===== config.mk =====
export PLATFORM = sky130hd
export DESIGN_NAME = sprite_draw_ctrl
export DESIGN_NICKNAME = d
export VERILOG_FILES = /design/src/rtl/vdp_pkg.sv /design/src/rtl/sprite_aligner.sv /design/src/rtl/sprite_draw_ctrl.sv
export SDC_FILE = /design/constraint.sdc
export NUM_CORES = 1
export LEC_CHECK = 0
export CORE_MARGIN = 2
export CORE_UTILIZATION = 54
export CTS_CLUSTER_DIAMETER = 30
export CTS_CLUSTER_SIZE = 10
export DETAILED_ROUTE_END_ITERATION = 16
export PLACE_DENSITY = 0.81
export SKIP_LAST_GASP = 1
export SYNTH_ARGS = -nofsm -noshare
export SYNTH_HDL_FRONTEND = slang
export SYNTH_SLANG_ARGS = --single-unit

===== constraint.sdc =====
create_clock -name i_clk -period 2.6 [get_ports i_clk]
set_clock_uncertainty 0.1 [all_clocks]
set_input_delay 0.52 -clock i_clk [delete_from_list [all_inputs] [get_ports i_clk]]
set_output_delay 0.52 -clock i_clk [all_outputs]
set_load 0.01 [all_outputs]

===== src/rtl/vdp_pkg.sv =====
// vdp_pkg: shared VDP geometry, sprite-draw sequencer states and VDP command codes
package vdp_pkg;

    localparam int SCREEN_W = 64;
    localparam int SCREEN_H = 32;
    localparam int VRAM_AW  = 8;

    localparam logic [1:0] VDP_CMD_NOP = 2'd0;
    localparam logic [1:0] VDP_CMD_CLS = 2'd1;
    localparam logic [1:0] VDP_CMD_DRW = 2'd2;

    typedef enum logic [3:0] {
        S_IDLE,
        S_FETCH,
        S_RD_L,
        S_CAP_L,
        S_WR_L,
        S_RD_H,
        S_CAP_H,
        S_WR_H,
        S_NEXT,
        S_CLR,
        S_DONE
    } draw_state_t;

    // Sprite bytes are MSB-leftmost while VRAM is LSB-leftmost
    function automatic logic [7:0] bit_rev8(input logic [7:0] b);
        logic [7:0] v;
        for (int i = 0; i < 8; i++) v[i] = b[7 - i];
        return v;
    endfunction

endpackage


===== src/rtl/sprite_aligner.sv =====
// sprite_aligner: maps one sprite row onto two VRAM bytes; DRAW_WRAP_EN selects wrap instead of clip
module sprite_aligner
    import vdp_pkg::*;
(
    input  logic [7:0]         i_byte,
    input  logic [5:0]         i_sx,
    input  logic [4:0]         i_sy,
    input  logic [3:0]         i_row,
    output logic [7:0]         o_p_lo,
    output logic [7:0]         o_p_hi,
    output logic [VRAM_AW-1:0] o_addr_lo,
    output logic [VRAM_AW-1:0] o_addr_hi,
    output logic               o_row_clip,
    output logic               o_hi_skip
);

    logic [15:0] w_pat;
    logic [4:0]  w_row;
    logic [2:0]  w_col_lo;
    logic [2:0]  w_col_hi;

    // Shift the reversed byte into pixel position and split it across two columns
    always_comb begin
        w_pat    = {8'h00, bit_rev8(i_byte)} << i_sx[2:0];
        w_col_lo = i_sx[5:3];
        w_col_hi = w_col_lo + 3'd1;
`ifdef DRAW_WRAP_EN
        w_row      = i_sy + {1'b0, i_row};
        o_row_clip = 1'b0;
        o_hi_skip  = i_sx[2:0] == 3'd0;
`else
        {o_row_clip, w_row} = {1'b0, i_sy} + {2'b00, i_row};
        o_hi_skip  = (i_sx[2:0] == 3'd0) || (w_col_lo == 3'd7);
`endif
        o_p_lo    = w_pat[7:0];
        o_p_hi    = w_pat[15:8];
        o_addr_lo = {w_row, w_col_lo};
        o_addr_hi = {w_row, w_col_hi};
    end

endmodule


===== src/rtl/sprite_draw_ctrl.sv =====
// sprite_draw_ctrl: CHIP-8 DRW/CLS sequencer doing XOR read-modify-write on VDP VRAM (DRAW_WRAP_EN: wrap instead of clip)
module sprite_draw_ctrl
    import vdp_pkg::*;
(
    input  logic               i_clk,
    input  logic               i_reset,
    input  logic               i_start,
    input  logic               i_clear,
    input  logic [7:0]         i_draw_x,
    input  logic [7:0]         i_draw_y,
    input  logic [3:0]         i_draw_n,
    input  logic [11:0]        i_sprite_addr,
    output logic               o_busy,
    output logic               o_done,
    output logic               o_collision,
    output logic               o_mem_req,
    output logic [11:0]        o_mem_addr,
    input  logic               i_mem_ack,
    input  logic [7:0]         i_mem_rdata,
    output logic               o_vram_req,
    input  logic               i_vram_gnt,
    output logic               o_vram_we,
    output logic [VRAM_AW-1:0] o_vram_addr,
    output logic [7:0]         o_vram_wdata,
    input  logic [7:0]         i_vram_rdata
);

    draw_state_t        r_state;
    logic [5:0]         r_sx;
    logic [4:0]         r_sy;
    logic [3:0]         r_n;
    logic [11:0]        r_base;
    logic [3:0]         r_row;
    logic [7:0]         r_byte;
    logic               r_busy;
    logic               r_done;
    logic               r_coll;
    logic               r_mem_req;
    logic [11:0]        r_mem_addr;
    logic               r_vram_req;
    logic               r_vram_we;
    logic [VRAM_AW-1:0] r_vram_addr;
    logic [7:0]         r_vram_wdata;

    logic [7:0]         w_p_lo;
    logic [7:0]         w_p_hi;
    logic [VRAM_AW-1:0] w_addr_lo;
    logic [VRAM_AW-1:0] w_addr_hi;
    logic               w_row_clip;
    logic               w_hi_skip;
    logic [3:0]         w_row_nxt;
    logic               w_unused;

    assign w_row_nxt = r_row + 4'd1;
    assign w_unused  = ^{i_draw_x[7:6], i_draw_y[7:5]};

    sprite_aligner u_align (
        .i_byte     (r_byte),
        .i_sx       (r_sx),
        .i_sy       (r_sy),
        .i_row      (r_row),
        .o_p_lo     (w_p_lo),
        .o_p_hi     (w_p_hi),
        .o_addr_lo  (w_addr_lo),
        .o_addr_hi  (w_addr_hi),
        .o_row_clip (w_row_clip),
        .o_hi_skip  (w_hi_skip)
    );

    // Sequencer: fetch each row then XOR it into one or two VRAM bytes, or sweep VRAM to zero for a clear
    always_ff @(posedge i_clk) begin
        if (!i_reset) begin
            r_state      <= S_IDLE;
            r_sx         <= '0;
            r_sy         <= '0;
            r_n          <= '0;
            r_base       <= '0;
            r_row        <= '0;
            r_byte       <= '0;
            r_busy       <= 1'b0;
            r_done       <= 1'b0;
            r_coll       <= 1'b0;
            r_mem_req    <= 1'b0;
            r_mem_addr   <= '0;
            r_vram_req   <= 1'b0;
            r_vram_we    <= 1'b0;
            r_vram_addr  <= '0;
            r_vram_wdata <= '0;
        end else begin
            case (r_state)
                S_IDLE: begin
                    if (i_clear) begin
                        r_state      <= S_CLR;
                        r_busy       <= 1'b1;
                        r_coll       <= 1'b0;
                        r_vram_req   <= 1'b1;
                        r_vram_we    <= 1'b1;
                        r_vram_addr  <= '0;
                        r_vram_wdata <= '0;
                    end else if (i_start) begin
                        r_sx   <= i_draw_x[5:0];
                        r_sy   <= i_draw_y[4:0];
                        r_n    <= i_draw_n;
                        r_base <= i_sprite_addr;
                        r_row  <= '0;
                        r_coll <= 1'b0;
                        r_busy <= 1'b1;
                        if (i_draw_n == 4'd0) begin
                            r_state <= S_DONE;
                            r_done  <= 1'b1;
                        end else begin
                            r_state    <= S_FETCH;
                            r_mem_req  <= 1'b1;
                            r_mem_addr <= i_sprite_addr;
                        end
                    end
                end
                S_FETCH: begin
                    if (i_mem_ack) begin
                        r_byte    <= i_mem_rdata;
                        r_mem_req <= 1'b0;
                        if (w_row_clip) begin
                            r_state <= S_NEXT;
                        end else begin
                            r_state     <= S_RD_L;
                            r_vram_req  <= 1'b1;
                            r_vram_we   <= 1'b0;
                            r_vram_addr <= w_addr_lo;
                        end
                    end
                end
                S_RD_L: begin
                    if (i_vram_gnt) begin
                        r_vram_req <= 1'b0;
                        r_state    <= S_CAP_L;
                    end
                end
                S_CAP_L: begin
                    r_coll       <= r_coll | (|(i_vram_rdata & w_p_lo));
                    r_vram_req   <= 1'b1;
                    r_vram_we    <= 1'b1;
                    r_vram_wdata <= i_vram_rdata ^ w_p_lo;
                    r_state      <= S_WR_L;
                end
                S_WR_L: begin
                    if (i_vram_gnt) begin
                        r_vram_we <= 1'b0;
                        if (w_hi_skip) begin
                            r_vram_req <= 1'b0;
                            r_state    <= S_NEXT;
                        end else begin
                            r_vram_addr <= w_addr_hi;
                            r_state     <= S_RD_H;
                        end
                    end
                end
                S_RD_H: begin
                    if (i_vram_gnt) begin
                        r_vram_req <= 1'b0;
                        r_state    <= S_CAP_H;
                    end
                end
                S_CAP_H: begin
                    r_coll       <= r_coll | (|(i_vram_rdata & w_p_hi));
                    r_vram_req   <= 1'b1;
                    r_vram_we    <= 1'b1;
                    r_vram_wdata <= i_vram_rdata ^ w_p_hi;
                    r_state      <= S_WR_H;
                end
                S_WR_H: begin
                    if (i_vram_gnt) begin
                        r_vram_req <= 1'b0;
                        r_vram_we  <= 1'b0;
                        r_state    <= S_NEXT;
                    end
                end
                S_NEXT: begin
                    r_row <= w_row_nxt;
                    if (w_row_nxt == r_n) begin
                        r_state <= S_DONE;
                        r_done  <= 1'b1;
                    end else begin
                        r_state    <= S_FETCH;
                        r_mem_req  <= 1'b1;
                        r_mem_addr <= r_base + {8'h00, w_row_nxt};
                    end
                end
                S_CLR: begin
                    // one idle cycle after the last write lets it retire before DONE
                    if (!r_vram_req) begin
                        r_state <= S_DONE;
                        r_done  <= 1'b1;
                    end else if (i_vram_gnt) begin
                        if (&r_vram_addr) begin
                            r_vram_req <= 1'b0;
                            r_vram_we  <= 1'b0;
                        end else begin
                            r_vram_addr <= r_vram_addr + 8'd1;
                        end
                    end
                end
                S_DONE: begin
                    r_done  <= 1'b0;
                    r_busy  <= 1'b0;
                    r_state <= S_IDLE;
                end
                default: r_state <= S_IDLE;
            endcase
        end
    end

    assign o_busy       = r_busy;
    assign o_done       = r_done;
    assign o_collision  = r_coll;
    assign o_mem_req    = r_mem_req;
    assign o_mem_addr   = r_mem_addr;
    assign o_vram_req   = r_vram_req;
    assign o_vram_we    = r_vram_we;
    assign o_vram_addr  = r_vram_addr;
    assign o_vram_wdata = r_vram_wdata;

endmodule


# Yosys cells after proc, flatten, opt, wreduce, memory -nomap -nowiden
# Cells that the tools add are included.
# op_classes
addsub	5
n_eq_ne	35
n_shift	1
muxes	65
bitwise_logic	7
reduce_logical	31
# op_table
op	n
8-bit two-way mux	8
4-bit two-way mux	14
12-bit two-way mux	4
4-bit case mux with 10 select lines	1
2-bit inequality test, second input constant	19
8-bit case mux with 4 select lines	1
1-bit two-way mux	28
12-bit case mux with 2 select lines	1
8-bit case mux with 3 select lines	1
8-bit AND	2
4-bit by 3-bit == test with 1-bit output, second input constant	4
8-bit AND reduction	2
8-bit OR reduction	2
8-bit by 3-bit left shift with 16-bit output	1
8-bit XOR	2
7-bit AND reduction	2
12-bit by 4-bit adder with 12-bit output	1
4-bit == test, second input constant	3
6-bit AND reduction	2
9-bit AND reduction	1
8-bit by 1-bit adder with 8-bit output, second input constant	1
4-bit by 2-bit == test with 1-bit output, second input constant	2
4-bit logical NOT	2
4-bit case mux with 2 select lines	1
27 further kinds	39
# totals
reg_bits	77
inputBits	54
out_inout_bits	34
elab_cells	160

# Longest topological paths before layout
# depth
word_depth	5
ltp_mapped	9
ltp_nobuf	9

# Hierarchy
# A second synthesis with hierarchy kept.
# unflattened
cells_unflattened	600
hier_area_um2	4738.3
# by_module_without_submodules
module	instances	cells_per_inst	area_each_um2	seq_area_each_um2
sprite_draw_ctrl	1	527	4167.7	1541.5
sprite_aligner	1	73	570.5	0.0

# Least setup slack after synthesis
# No wires, ideal clock.
# synth_path
kind	reg-to-reg
start	register r_row[0]
end	register r_mem_addr[11], in the netlist o_mem_addr[11]
setup_ns	0.070
arrival_time_ns	2.086
required_ns	2.430
setup_slack_ns	0.344
stages_incl_launch_ff	10
path_buffers	0
period_less_slack_ns	2.256
cell_sequence	dfxtp_1 -> ha_1 -> xor2_1 -> ha_1 -> nand2_1 -> o21ai_0 -> nand4_1 -> xor2_1 -> a211o_1 -> a21oi_1
# synth_via
elab_chain_len	4
word_cells_on_any_way	7
cone_classes	2 x add/sub; 2 x eq/ne; 2 x mux; 1 x reduce/logical
# synth_rtl
element	line_no	rtl
start, declared	sprite_draw_ctrl.sv:33	logic [3:0] r_row;
start signal, assigned	sprite_draw_ctrl.sv:178	r_row <= w_row_nxt;
4-bit by 1-bit adder with 4-bit output *	sprite_draw_ctrl.sv:54	assign w_row_nxt = r_row + 4'd1;
12-bit by 4-bit adder with 12-bit output / 4-bit == test (equally long branches)	sprite_draw_ctrl.sv:185, sprite_draw_ctrl.sv:179	
12-bit two-way mux / 2-bit inequality test (equally long branches)	-	
12-bit case mux with 2 select lines / 5-bit AND reduction (equally long branches)	-	
end signal, assigned	sprite_draw_ctrl.sv:114	r_mem_addr <= i_sprite_addr;
end signal, assigned	sprite_draw_ctrl.sv:185	r_mem_addr <= r_base + {8'h00, w_row_nxt};
end, declared	sprite_draw_ctrl.sv:39	logic [11:0] r_mem_addr;
# Mark *: on every way between the ends. The rest lies on a longest branch, timed or not. The select of a mux whose other input is x is not followed.
# A chain may end at the register's enable or synchronous reset.

# Worst setup path after layout
# layout_path
start	register r_row[1]
end	register r_mem_addr[11], in the netlist o_mem_addr[11]
# Same word-level chain as after synthesis.

==> flow_summary.toml <==
[critical_path]
cp.depth = 10
critical_path.cell_chain = "and3_1 > xor2_1 > ha_1 > a21oi_1 > o21ai_0 > buf_4 > nand4_1 > xor2_1 > a211o_1 > a21oi_1"
crit_slowest_cell = "dfxtp_1"
path_buf_inv = 1
cpLargestDelayFamily = "compound AO/OA/AOI/OAI gates"
r2r_slack_ps = 120
r2r_end = "o_mem_addr[11]$_SDFFE_PN0P_"
path_class = "reg2reg"
cpPeakStageDelay_ps = 430
worst_r2r_path_depth = 10
cp.required_ps = 2770
cp_data_arrival_time_ps = 2650
crit_end = "o_mem_addr[11]$_SDFFE_PN0P_"
regToRegStartpoint = "r_row[1]$_SDFFE_PN0P_"
crit_start = "r_row[1]$_SDFFE_PN0P_"
critPathCaptureType = "flip-flop"
crit_path_max_fanout = 5
start_kind = "flip-flop"

[timing]
final_hold_viol_count = 0
layout_setup_ws_ps = 122.6
period_share = 0.9528
whs_ps = 352.2
setup_tns_ps = 0
grt_setup_unrepaired = "yes"
tightest_slew_ps = 817.4
setup_viol = 0
fmax_mhz = 403.7
period_minus_slack_ps = 2477
drv_slew = 0
relSlewSlack = 0.4509

[power]
ir_worst_vdd_uv = 425.1
finalPower_mw = 4.956
p_per_area_nw_per_um2 = 797.0
p_leak_nw = 2.284

[cts]
ctsHtreeMaxLevel = 3
cts_hold_buf = 0
insertion_delay_ps = 340
cts_tree = "yes"
cts_sinks = 77
cts_resized = 0
clkSlewWorstSetupHoldPaths_ps = 90
cts_buffers = 9
cts_buffer_depth = 2
postCtsSetupRepairBufs = 0
clockRootBuffer = "clkbuf_8"

[placement]
gp_congestion = 0.9769
post-place-ws_ps = 24.31
dp_hpwl_mm = 10.35
place_area_um2 = 6010
portBuffers = 82

[logic_synthesis]
yosys-top-cells-area = "dfxtp_1 (31%), nand2_1 (8.3%), a21oi_1 (5.8%), mux2i_1 (4.6%), nor2_1 (3.7%)"
syn-num-nets = 714
yosys.cell_count.top_type = "nand2_1"
seq_area_frac_synth = 0.3068
netlist_area_um2 = 5024
syn_area_per_cell_um2 = 7.788
ys_warn_count = 0
yosys_register_bits = 77
ys_types = 76
yosysTopAreaCell = "dfxtp_1"
synth-edff-count = 0
synthArstFlopShare = 0
synth_flop_cell = "dfxtp_1"
synth_common_cells = "nand2_1 (111), dfxtp_1 (77), a21oi_1 (58), nor2_1 (49), o21ai_0 (36)"
netlist_instances = 645
synth_top_area_frac = 0.3068

[final_layout]
nets = 798
final_cell_area_um2 = 6218
n_antenna_cell = 0
area_growth_pct = 23.79
drive_gt1_frac = 0.09946

[grt]
use_met2 = 0.4652
grt_use_total = 0.2803
grt_pass1_wl_mm = 22.89
grt-ovfl-total = 0
grt.met1_usage = 0.3802
met3_usage = 0.03606
globalRoute.busiestLayer = "met2"
antenna_found_initial = 0
first_global_vias = 4780
grt_max_degree = 52

[die]
core_um2 = 9153
ioPinCount = 88
initial_core_util = 0.5489
die_h_um = 100.5
dieArea_um2 = 10090
dieWidth_um = 100.5
rows = 35

[job]
cap_viol_max_count = 0

[outcome]
status = "finished, final reports clean"

[routing]
wl_per_cell_um = 16.73
routed_via_density = 6.115
routed_wl_mm = 14.14
drtAntennaViolNets = 0
vias = 5167
drc = 0
dr.pass1.iters = 5
drt_iter0_markers = 310

[worst_hold_path]
hold_class = "reg2reg"
worstHoldStart = "o_done$_SDFFE_PN0P_"
==> worst min path at each step <==
stage	endpoint	slack (ps)	depth (start not counted)
after global placement	o_done$_SDFFE_PN0P_	340	2
after global routing	o_done$_SDFFE_PN0P_	380	2
after detailed placement	o_mem_addr[2]$_SDFFE_PN0P_	350	2
after floorplan	r_base[0]$_SDFFE_PN0P_	340	2
final	o_done$_SDFFE_PN0P_	350	2
after CTS	o_mem_addr[11]$_SDFFE_PN0P_	360	2
==> metal layers <==
metal / share of wire / wire length (um) / vias to the layer above
met3: 0.067 / 951 / 30
met4: 0.021 / 302 / 0
li1: - / - / 2499
met2: 0.47 / 6712 / 196
met1: 0.44 / 6168 / 2442
met5: 0 / 0 / -
==> logic make-up (layout without fill, tap and decap cells) <==
logic type                 Yosys count  count (layout)  share of synthesized area
AOI/OAI and AO/OA                  184             184                     0.2401
and+or+nand+nor                    245             245                     0.2284
adders and majority gates           16              16                    0.04234
xor gates and xnor gates            30              30                    0.05504
buffers and inverters               62             151                    0.05903
DFF                                 77              77                     0.3068
muxes                               31              31                    0.06824
==> worst register-to-register path, stage by stage (launching register included) <==
cell,delay [ps]
dfxtp_1,430
and3_1,230
xor2_1,310
ha_1,330
a21oi_1,160
o21ai_0,110
buf_4,160
nand4_1,100
xor2_1,80
a211o_1,300
a21oi_1,110
==> report_power, final <==
| group | switching, mW | internal (mW) | leakage [nW] |
|---|---|---|---|
| Clock | 0.487 | 0.454 | 0.101 |
| Sequential | 0.232 | 1.39 | 0.626 |
| Combinational | 1.37 | 1.03 | 1.56 |
==> per-stage QoR <==
stage | cells | util
after floorplan | 645 | -
after global placement | 829 | 0.6566
after detailed placement | 829 | 0.6566
after CTS | 845 | 0.6782
after global routing | 845 | 0.6794
final | 845 | 0.6794
==> cell usage in the layout (no fill, tap or decap), types with 12 or more instances in the layout <==
master / Yosys / routed
a21oi_1: 58 / 58
buf_4: 4 / 33
clkdlybuf4s50_1: 0 / 82
dfxtp_1: 77 / 77
ha_1: 13 / 13
inv_1: 17 / 17
mux2i_1: 23 / 23
nand2_1: 111 / 111
nand3_1: 30 / 30
nor2_1: 49 / 49
nor3_1: 12 / 12
o211ai_1: 12 / 12
o21ai_0: 36 / 36
xnor2_1: 16 / 16
xor2_1: 13 / 13
==> state kept, by name, summed over array words and instances (netlist names), 4 cells and up <==
register      count
r_state           4
o_vram_addr       8
r_n               4
o_mem_addr       12
o_vram_wdata      8
r_byte            8
r_base           12
r_row             4
r_sy              5
r_sx              6
==> final cells by class <==
class	instances	area (um2)
well taps	111	138.9
inverters	20	75.07
fillers	819	2934
repair buffers	115	1069
flip-flops and latches	77	1541
clock buffers	10	127.6
multi-input cells	506	3197
clock inverters	6	70.07
(Power assumes the default switching activity.)
